--- src/rtl/apb3_pkg.sv ---
// apb3_pkg: shared APB3 state encoding and requester response record
package apb3_pkg;
  localparam int APB_DATA_W = 32;
  typedef enum logic [1:0] {IDLE, SETUP, ACCESS} apb_state;
  typedef struct packed {
    logic [APB_DATA_W-1:0] rdata;
    logic                  error;
    logic                  timeout;
  } apb3_rsp_t;
endpackage

--- src/rtl/apb3_master_if.sv ---
// apb3_master_if: APB3 bus between one requester and one completer
interface apb3_master_if #(
  parameter int N_BIT_DATA    = 32,
  parameter int N_BIT_ADDRESS = 4
) ();
  logic                     PSEL, PENABLE, PWRITE, PREADY, PSLVERR;
  logic [N_BIT_ADDRESS-1:0] PADDR;
  logic [N_BIT_DATA-1:0]    PWDATA, PRDATA;
  modport master (output PSEL, PENABLE, PWRITE, PADDR, PWDATA, input PRDATA, PREADY, PSLVERR);
  modport slave (input PSEL, PENABLE, PWRITE, PADDR, PWDATA, output PRDATA, PREADY, PSLVERR);
endinterface

--- src/rtl/apb3_master_wait_timer.sv ---
// apb3_wait_timer: saturating ACCESS wait-state counter with expiry flag
module apb3_wait_timer #(
  parameter int TIMEOUT_CYCLES = 16
) (
  input  logic PCLK,
  input  logic PRESETn,
  input  logic clr,
  input  logic en,
  output logic expired
);
  localparam int W = TIMEOUT_CYCLES > 0 ? $clog2(TIMEOUT_CYCLES + 1) : 1;
  if (TIMEOUT_CYCLES > 0) begin : g_on
    logic [W-1:0] cnt;
    // count stalled ACCESS cycles, holding at the limit so it never wraps
    always_ff @(posedge PCLK or negedge PRESETn)
      if (!PRESETn) cnt <= '0;
      else if (clr) cnt <= '0;
      else if (en && !expired) cnt <= cnt + 1'b1;
    assign expired = cnt == W'(TIMEOUT_CYCLES);
  end else begin : g_off
    assign expired = 1'b0;
  end
endmodule

--- src/rtl/apb3_master.sv ---
// apb3_master: valid/ready command to APB3 SETUP/ACCESS requester with wait-state timeout
module apb3_master import apb3_pkg::*; #(
  parameter int N_BIT_DATA     = 32,
  parameter int N_BIT_ADDRESS  = 4,
  parameter int TIMEOUT_CYCLES = 16
) (
  input  logic                     PCLK,
  input  logic                     PRESETn,
  input  logic                     cmd_valid,
  output logic                     cmd_ready,
  input  logic                     cmd_write,
  input  logic [N_BIT_ADDRESS-1:0] cmd_addr,
  input  logic [N_BIT_DATA-1:0]    cmd_wdata,
  output logic                     rsp_valid,
  output logic [N_BIT_DATA-1:0]    rsp_rdata,
  output logic                     rsp_error,
  output logic                     rsp_timeout,
  apb3_master_if.master            apb
);
  apb_state  state_q, state_d;
  apb3_rsp_t rsp_q, rsp_d;
  logic      cap, done, to, expired;
  apb3_wait_timer #(.TIMEOUT_CYCLES(TIMEOUT_CYCLES)) u_timer (
    .PCLK    (PCLK),
    .PRESETn (PRESETn),
    .clr     (state_q == SETUP),
    .en      (state_q == ACCESS && !apb.PREADY),
    .expired (expired)
  );
  // next state, command acceptance and completion/abort decode
  always_comb begin
    state_d   = state_q;
    cmd_ready = 1'b0;
    cap       = 1'b0;
    done      = 1'b0;
    to        = 1'b0;
    case (state_q)
      IDLE: begin
        cmd_ready = 1'b1;
        cap       = cmd_valid;
        state_d   = cmd_valid ? SETUP : IDLE;
      end
      SETUP: state_d = ACCESS;
      ACCESS: begin
        done      = apb.PREADY;
        to        = !apb.PREADY && expired;
        cmd_ready = apb.PREADY;
        cap       = apb.PREADY && cmd_valid;
        state_d   = apb.PREADY ? (cmd_valid ? SETUP : IDLE) : (expired ? IDLE : ACCESS);
      end
      default: state_d = IDLE;
    endcase
    rsp_d = '{rdata:   (done && !apb.PWRITE) ? APB_DATA_W'(apb.PRDATA) : '0,
              error:   done ? apb.PSLVERR : to,
              timeout: to};
  end
  // state, captured command and one-cycle response registers
  always_ff @(posedge PCLK or negedge PRESETn)
    if (!PRESETn) begin
      state_q   <= IDLE;
      apb.PWRITE <= 1'b0;
      apb.PADDR  <= '0;
      apb.PWDATA <= '0;
      rsp_valid <= 1'b0;
      rsp_q     <= '0;
    end else begin
      state_q   <= state_d;
      rsp_valid <= done || to;
      rsp_q     <= rsp_d;
      if (cap) begin
        apb.PWRITE <= cmd_write;
        apb.PADDR  <= cmd_addr;
        apb.PWDATA <= cmd_wdata;
      end
    end
  assign apb.PSEL    = state_q != IDLE;
  assign apb.PENABLE = state_q == ACCESS;
  assign rsp_rdata   = N_BIT_DATA'(rsp_q.rdata);
  assign rsp_error   = rsp_q.error;
  assign rsp_timeout = rsp_q.timeout;
endmodule

--- src/flat_wrapper.sv ---
// flat-port wrapper written by rule: the top's interface ports become plain ports
module apb3_master_flat import apb3_pkg::*;
#(
  parameter int N_BIT_DATA     = 32,
  parameter int N_BIT_ADDRESS  = 4,
  parameter int TIMEOUT_CYCLES = 16
)
  (PCLK, PRESETn, cmd_valid, cmd_ready, cmd_write, cmd_addr, cmd_wdata, rsp_valid, rsp_rdata, rsp_error, rsp_timeout, apb_PSEL, apb_PENABLE, apb_PWRITE, apb_PADDR, apb_PWDATA, apb_PRDATA, apb_PREADY, apb_PSLVERR);
  apb3_master_if #(.N_BIT_DATA(N_BIT_DATA), .N_BIT_ADDRESS(N_BIT_ADDRESS)) apb_i ();
  input  logic PCLK;
  input  logic PRESETn;
  input  logic cmd_valid;
  output logic cmd_ready;
  input  logic cmd_write;
  input  logic [N_BIT_ADDRESS-1:0] cmd_addr;
  input  logic [N_BIT_DATA-1:0] cmd_wdata;
  output logic rsp_valid;
  output logic [N_BIT_DATA-1:0] rsp_rdata;
  output logic rsp_error;
  output logic rsp_timeout;
  output wire logic [$bits(apb_i.PSEL)-1:0] apb_PSEL;
  output wire logic [$bits(apb_i.PENABLE)-1:0] apb_PENABLE;
  output wire logic [$bits(apb_i.PWRITE)-1:0] apb_PWRITE;
  output wire logic [$bits(apb_i.PADDR)-1:0] apb_PADDR;
  output wire logic [$bits(apb_i.PWDATA)-1:0] apb_PWDATA;
  input wire logic [$bits(apb_i.PRDATA)-1:0] apb_PRDATA;
  input wire logic [$bits(apb_i.PREADY)-1:0] apb_PREADY;
  input wire logic [$bits(apb_i.PSLVERR)-1:0] apb_PSLVERR;
  assign apb_PSEL = apb_i.PSEL;
  assign apb_PENABLE = apb_i.PENABLE;
  assign apb_PWRITE = apb_i.PWRITE;
  assign apb_PADDR = apb_i.PADDR;
  assign apb_PWDATA = apb_i.PWDATA;
  assign apb_i.PRDATA = apb_PRDATA;
  assign apb_i.PREADY = apb_PREADY;
  assign apb_i.PSLVERR = apb_PSLVERR;
  apb3_master #(.N_BIT_DATA(N_BIT_DATA), .N_BIT_ADDRESS(N_BIT_ADDRESS), .TIMEOUT_CYCLES(TIMEOUT_CYCLES)) u_core (.PCLK(PCLK), .PRESETn(PRESETn), .cmd_valid(cmd_valid), .cmd_ready(cmd_ready), .cmd_write(cmd_write), .cmd_addr(cmd_addr), .cmd_wdata(cmd_wdata), .rsp_valid(rsp_valid), .rsp_rdata(rsp_rdata), .rsp_error(rsp_error), .rsp_timeout(rsp_timeout), .apb(apb_i));
endmodule
--- config.mk ---
export PLATFORM = sky130hd
export DESIGN_NAME = apb3_master_flat
export DESIGN_NICKNAME = d
export VERILOG_FILES = /design/src/rtl/apb3_pkg.sv /design/src/rtl/apb3_master_if.sv /design/src/rtl/apb3_master_wait_timer.sv /design/src/rtl/apb3_master.sv /design/src/flat_wrapper.sv
export SDC_FILE = /design/constraint.sdc
export NUM_CORES = 1
export LEC_CHECK = 0
export BUFFER_PORTS_ARGS = -buffer_cell sky130_fd_sc_hd__buf_2
export CAP_MARGIN = 20
export CORE_AREA = 2 2 94 96
export CTS_BUF_LIST = sky130_fd_sc_hd__clkbuf_8
export DETAILED_ROUTE_END_ITERATION = 12
export DIE_AREA = 0 0 96 98
export GPL_TIMING_DRIVEN = 1
export PLACE_DENSITY = 0.62
export SLEW_MARGIN = 15
export SYNTH_ARGS = -nofsm -noshare
export SYNTH_HDL_FRONTEND = slang
export SYNTH_HIERARCHICAL = 1
export SYNTH_SLANG_ARGS = --single-unit
--- constraint.sdc ---
create_clock -name PCLK -period 2.9 [get_ports PCLK]
set_input_delay 0.58 -clock PCLK [delete_from_list [all_inputs] [get_ports PCLK]]
set_output_delay 0.58 -clock PCLK [all_outputs]
set_load 0.01 [all_outputs]
# Word-level counts from Yosys, hierarchy flattened
# Cells that the tools add are included.
totals:
  regBits: 79
  inputBits: 74
  out_inout_bits: 75
  elab_cells: 37
classes:
  add_sub_neg: 1
  eq_ne: 3
  mux: 12
  n_reduce_logical: 12
op_table:
  columns: ["cell", "count"]
  rows:
  - ["two-way mux 32 bit", 1]
  - ["two-way mux 5 bit", 2]
  - ["case mux 2 bit (3 select lines)", 1]
  - ["adder 5 x 1 -> 5 bit (second input constant)", 1]
  - ["equality test 5 bit (second input constant)", 1]
  - ["logical AND 1 bit", 5]
  - ["two-way mux 1 bit", 4]
  - ["two-way mux 2 bit", 2]
  - ["case mux 1 bit (2 select lines)", 2]
  - ["nonzero test 2 bit", 2]
  - ["zero test 1 bit", 3]
  - ["equality test 2 x 1 -> 1 bit (second input constant)", 1]
  - ["equality test 2 bit (second input constant)", 1]
  - ["zero test 2 bit", 1]
  - ["logical OR 1 bit", 1]

# Logic depth before layout (Yosys ltp)
logic_depth:
  ltp_word: 5
  ltp_mapped: 5
  mapped_depth_nobuf: 5

# By module
# Netlist, hierarchy kept.
by_module_without_submodules:
  columns: ["mod", "instances", "cells_each", "area_each_um2", "seq_area_each_um2"]
  rows:
  - ["apb3_master", 1, 165, 2615.0, 1851.8]
  - ["apb3_wait_timer", 1, 27, 280.3, 125.1]

# Least setup slack after synthesis
# Ideal clock, no wire load.
synth_timing:
  path_type: "input port to flip-flop"
  start: "input port apb_PREADY"
  end: "register u_core.apb.PWDATA[15]"
  setup_time_ns: 0.127
  arrival_ns: 1.419
  path_slack_ns: 1.354
  stages: 5
  cell_sequence: "nor2b_1 > nor3b_2 > buf_6 > buf_6 > mux2_1"
synth_between:
  elab_chain_cells: 2
synth_rtl:
  columns: ["item", "line_no", "source"]
  rows:
  - ["from (decl)", "flat_wrapper.sv:27", "input wire logic [$bits(apb_i.PREADY)-1:0] apb_PREADY;"]
  - ["logical AND 1 bit", "apb3_master.sv:48", "cap = apb.PREADY && cmd_valid;"]
  - ["case mux 1 bit (2 select lines)", "apb3_master.sv:37", "case (state_q)"]
  - ["to (signal assigned)", "apb3_master.sv:73", "apb.PWDATA <= cmd_wdata;"]
  - ["to (decl)", "apb3_master_if.sv:9", "modport master (output PSEL, PENABLE, PWRITE, PADDR, PWDATA, input PRDATA, PREADY, PSLVERR);"]
# No other way between the ends.
# A chain may end at the register's enable or synchronous reset.

# Final worst setup path
layout_timing:
  start: "register u_core.state_q[0]"
  end: "output port apb_PENABLE"
layout_between:
  elab_chain_cells: 1
layout_rtl:
  columns: ["item", "line_no", "source"]
  rows:
  - ["from (decl)", "apb3_master.sv:20", "apb_state state_q, state_d;"]
  - ["from (signal assigned)", "apb3_master.sv:67", "state_q <= state_d;"]
  - ["equality test 2 bit", "apb3_master.sv:77", "assign apb.PENABLE = state_q == ACCESS;"]
  - ["to (decl)", "flat_wrapper.sv:22", "output wire logic [$bits(apb_i.PENABLE)-1:0] apb_PENABLE;"]
# No other way between the ends.

==> metrics.csv <==
metric;value;unit
outcome;finished, final reports clean;
GR Util met1;0.1488;
Critical Path Sink Type;output port;
Post-Syn Area;2895;um^2
CORE AREA;8466;um^2
DR vias;1997;
number of antenna violations at the first check in global routing;0;
Post-Route WL;5683;um
Inserted Diodes;0;
Worst-path clk slew;0.08;ns
Post-Place Worst Slack;0.9361;ns
# DRC;0;
share of the yosys chip area belonging to registers;0.6828;
type of the worst setup path;reg -> out;
Unique masters post-synth;23;
gpl congestion;0.6786;
CTS tree;yes;
row cnt;34;
Worst Max-Slew Pin Slew;0.9569;ns
FF-to-FF Start;u_core/state_q[1];
wire length per cell;12.38;um
CP delay by family, top;flip-flops;
Rel. slew slack;0.3620;
cts bufs inserted;9;
share of cells above drive strength 1;0.5356;
worst vdd ir;0.3146;mV
Avg Cell Area, Syn;15.08;um^2
Via density;4.351;
WP data required;2.32;ns
IO Port Bufs;148;
die width;96;um
final count of pins violating max slew;0;
Initial Utilization;0.3420;
CTS Hold Bufs;0;
M3 GR Usage;0.05324;
Crit Path Max Fanout;5;
Gate Count Post-Synth;192;
CP max-delay cell;dfrtp_1;
worst min path class;in -> async;
final hold violations;0;
starting DRC count in detailed routing;31;
RSZ-0062 raised after global routing;false;
final net count;422;
GR Util met2;0.2014;
Detail Placement HPWL;4074;um
CTS root buf;clkbuf_8;
cell total after placement;443;
cts repair resizes;0;
global-route wire length before repair;9266;um
setup violators final;0;
Fmax;546.7;MHz
postcts setup bufs;0;
fin crit share;0.6308;
crit start category;flip-flop;
total track usage;0.1283;
Die H;98;um
leakage power;2.134;nW
Clock Path Buffers;2;
PwrDens;712.3;nW/um^2
pin count of the biggest net entering global routing;80;
vias in the first global route;2002;
register bit total from synthesis;79;
CTS Sinks;79;
worst stage delay on the critical path;0.44;ns
Critical path buffers and inverters;2;
syn_nets;268;
Fin Clk Skew;0.006149;ns
I/O pin cnt;149;
most used routing layer;met2;
H-tree levels;3;
Post-DP Area;3745;um^2
grt ovf;0;
max_cap viols;0;
Clock Latency Late Sink;0.34;ns
worst path arrival time;1.25;ns
crit path time final;1.829;ns
worst setup margin;1.071;ns
die area;9408;um^2
ordered cell list for the critical path;nand2b_1 > inv_1 > buf_2;
Area growth, synth to finish;37.08;%
DRT antenna net count;0;
cell area after layout;3969;um^2
setup TNS;0;ns
DR pass1 iterations;4;
Finished Layout Cells;459;
Yosys warnings;6;
post-layout util;0.4688;
Crit. Startpoint;u_core/state_q[0];
stage by stage:
step	hold WS [ns]	power, mW
floorplan	0.2844	1.693
global placement	0.4627	1.958
detailed placement	0.4732	1.974
CTS	0.4138	2.884
global route	0.4183	3.008
finish	0.3815	2.827
report_power, final:
part	switching [mW]	internal (mW)
logic	0.283	0.293
clock network	0.368	0.524
registers	0.0855	1.27
total	0.737	2.09
area by class of cell:
cell class / count / area [um^2]
clock buffer: 11 / 151.4
clock inverter: 5 / 72.57
fill: 793 / 4497
inverter: 3 / 11.26
multi-input combinational: 103 / 863.3
sequential: 79 / 1977
tap: 108 / 135.1
timing repair buffer: 150 / 758.2
cells in the final DEF, fill, tap and decap left out, types with 3 or more instances in the layout:
master | synthesis | final
and2_1 | 33 | 33
buf_2 | 1 | 147
buf_4 | 0 | 3
clkbuf_8 | 0 | 11
dfrtp_1 | 79 | 79
inv_1 | 3 | 5
mux2_1 | 19 | 19
mux2_2 | 19 | 19
nand2b_1 | 3 | 3
nor2_1 | 9 | 9
sequential cells by signal, indices dropped and copies added, names as in the netlist:
signal,flops
u_core/apb.PWDATA,32
u_core/u_timer/g_on.cnt,5
u_core/apb.PADDR,4
u_core/rsp_valid,1
u_core/apb.PWRITE,1
u_core/rsp_error,1
u_core/rsp_timeout,1
u_core/rsp_rdata,32
u_core/state_q,2
metal layers:
layer  up-vias  wire length, um
met5         -                0
met4         0              121
met3        11              582
met2        88             2734
met1       964             2245
li1        934                -
Yosys cell counts (all sizes together):
library cell   n  share of area
nand2b         3         0.0065
mux2          38           0.15
and4bb         1         0.0056
a21oi          1         0.0017
xor2           2         0.0061
dfrtp         79           0.68
nor2           9          0.012
nor2b          3         0.0073
nand2          2         0.0026
mux2i          2         0.0069
buf            4          0.013
a21o           1         0.0026
nand4          2         0.0043
and2          33          0.071
or3            1         0.0022
or2            1         0.0022
ha             2         0.0086
nor3b          2         0.0086
clkbuf         3         0.0039
inv            3         0.0039
worst paths after layout:
kind | to | slack [ns] | depth (start not counted)
max | apb_PENABLE | 1.07 | 3
min reg2reg | u_core/apb.PADDR[0] | 0.49 | 1
min | u_core/rsp_error | 0.38 | 1
max in group asynchronous | u_core/rsp_rdata[1] | 1.90 | 1
min in group PCLK | u_core/rsp_rdata[1] | 0.44 | 2
max reg2reg | u_core/apb.PWDATA[8] | 1.19 | 4
cell families after synthesis:
group,after synthesis,share of synthesized area
AO/OA/AOI/OAI,2,0.004321
XOR/XNOR,2,0.006051
adder cells (fa/ha/maj),2,0.008642
buffers and inverters,10,0.02117
flip-flops,79,0.6828
multiplexers,40,0.1547
AND/OR/NAND/NOR,57,0.1223
(Power assumes the default switching activity.)
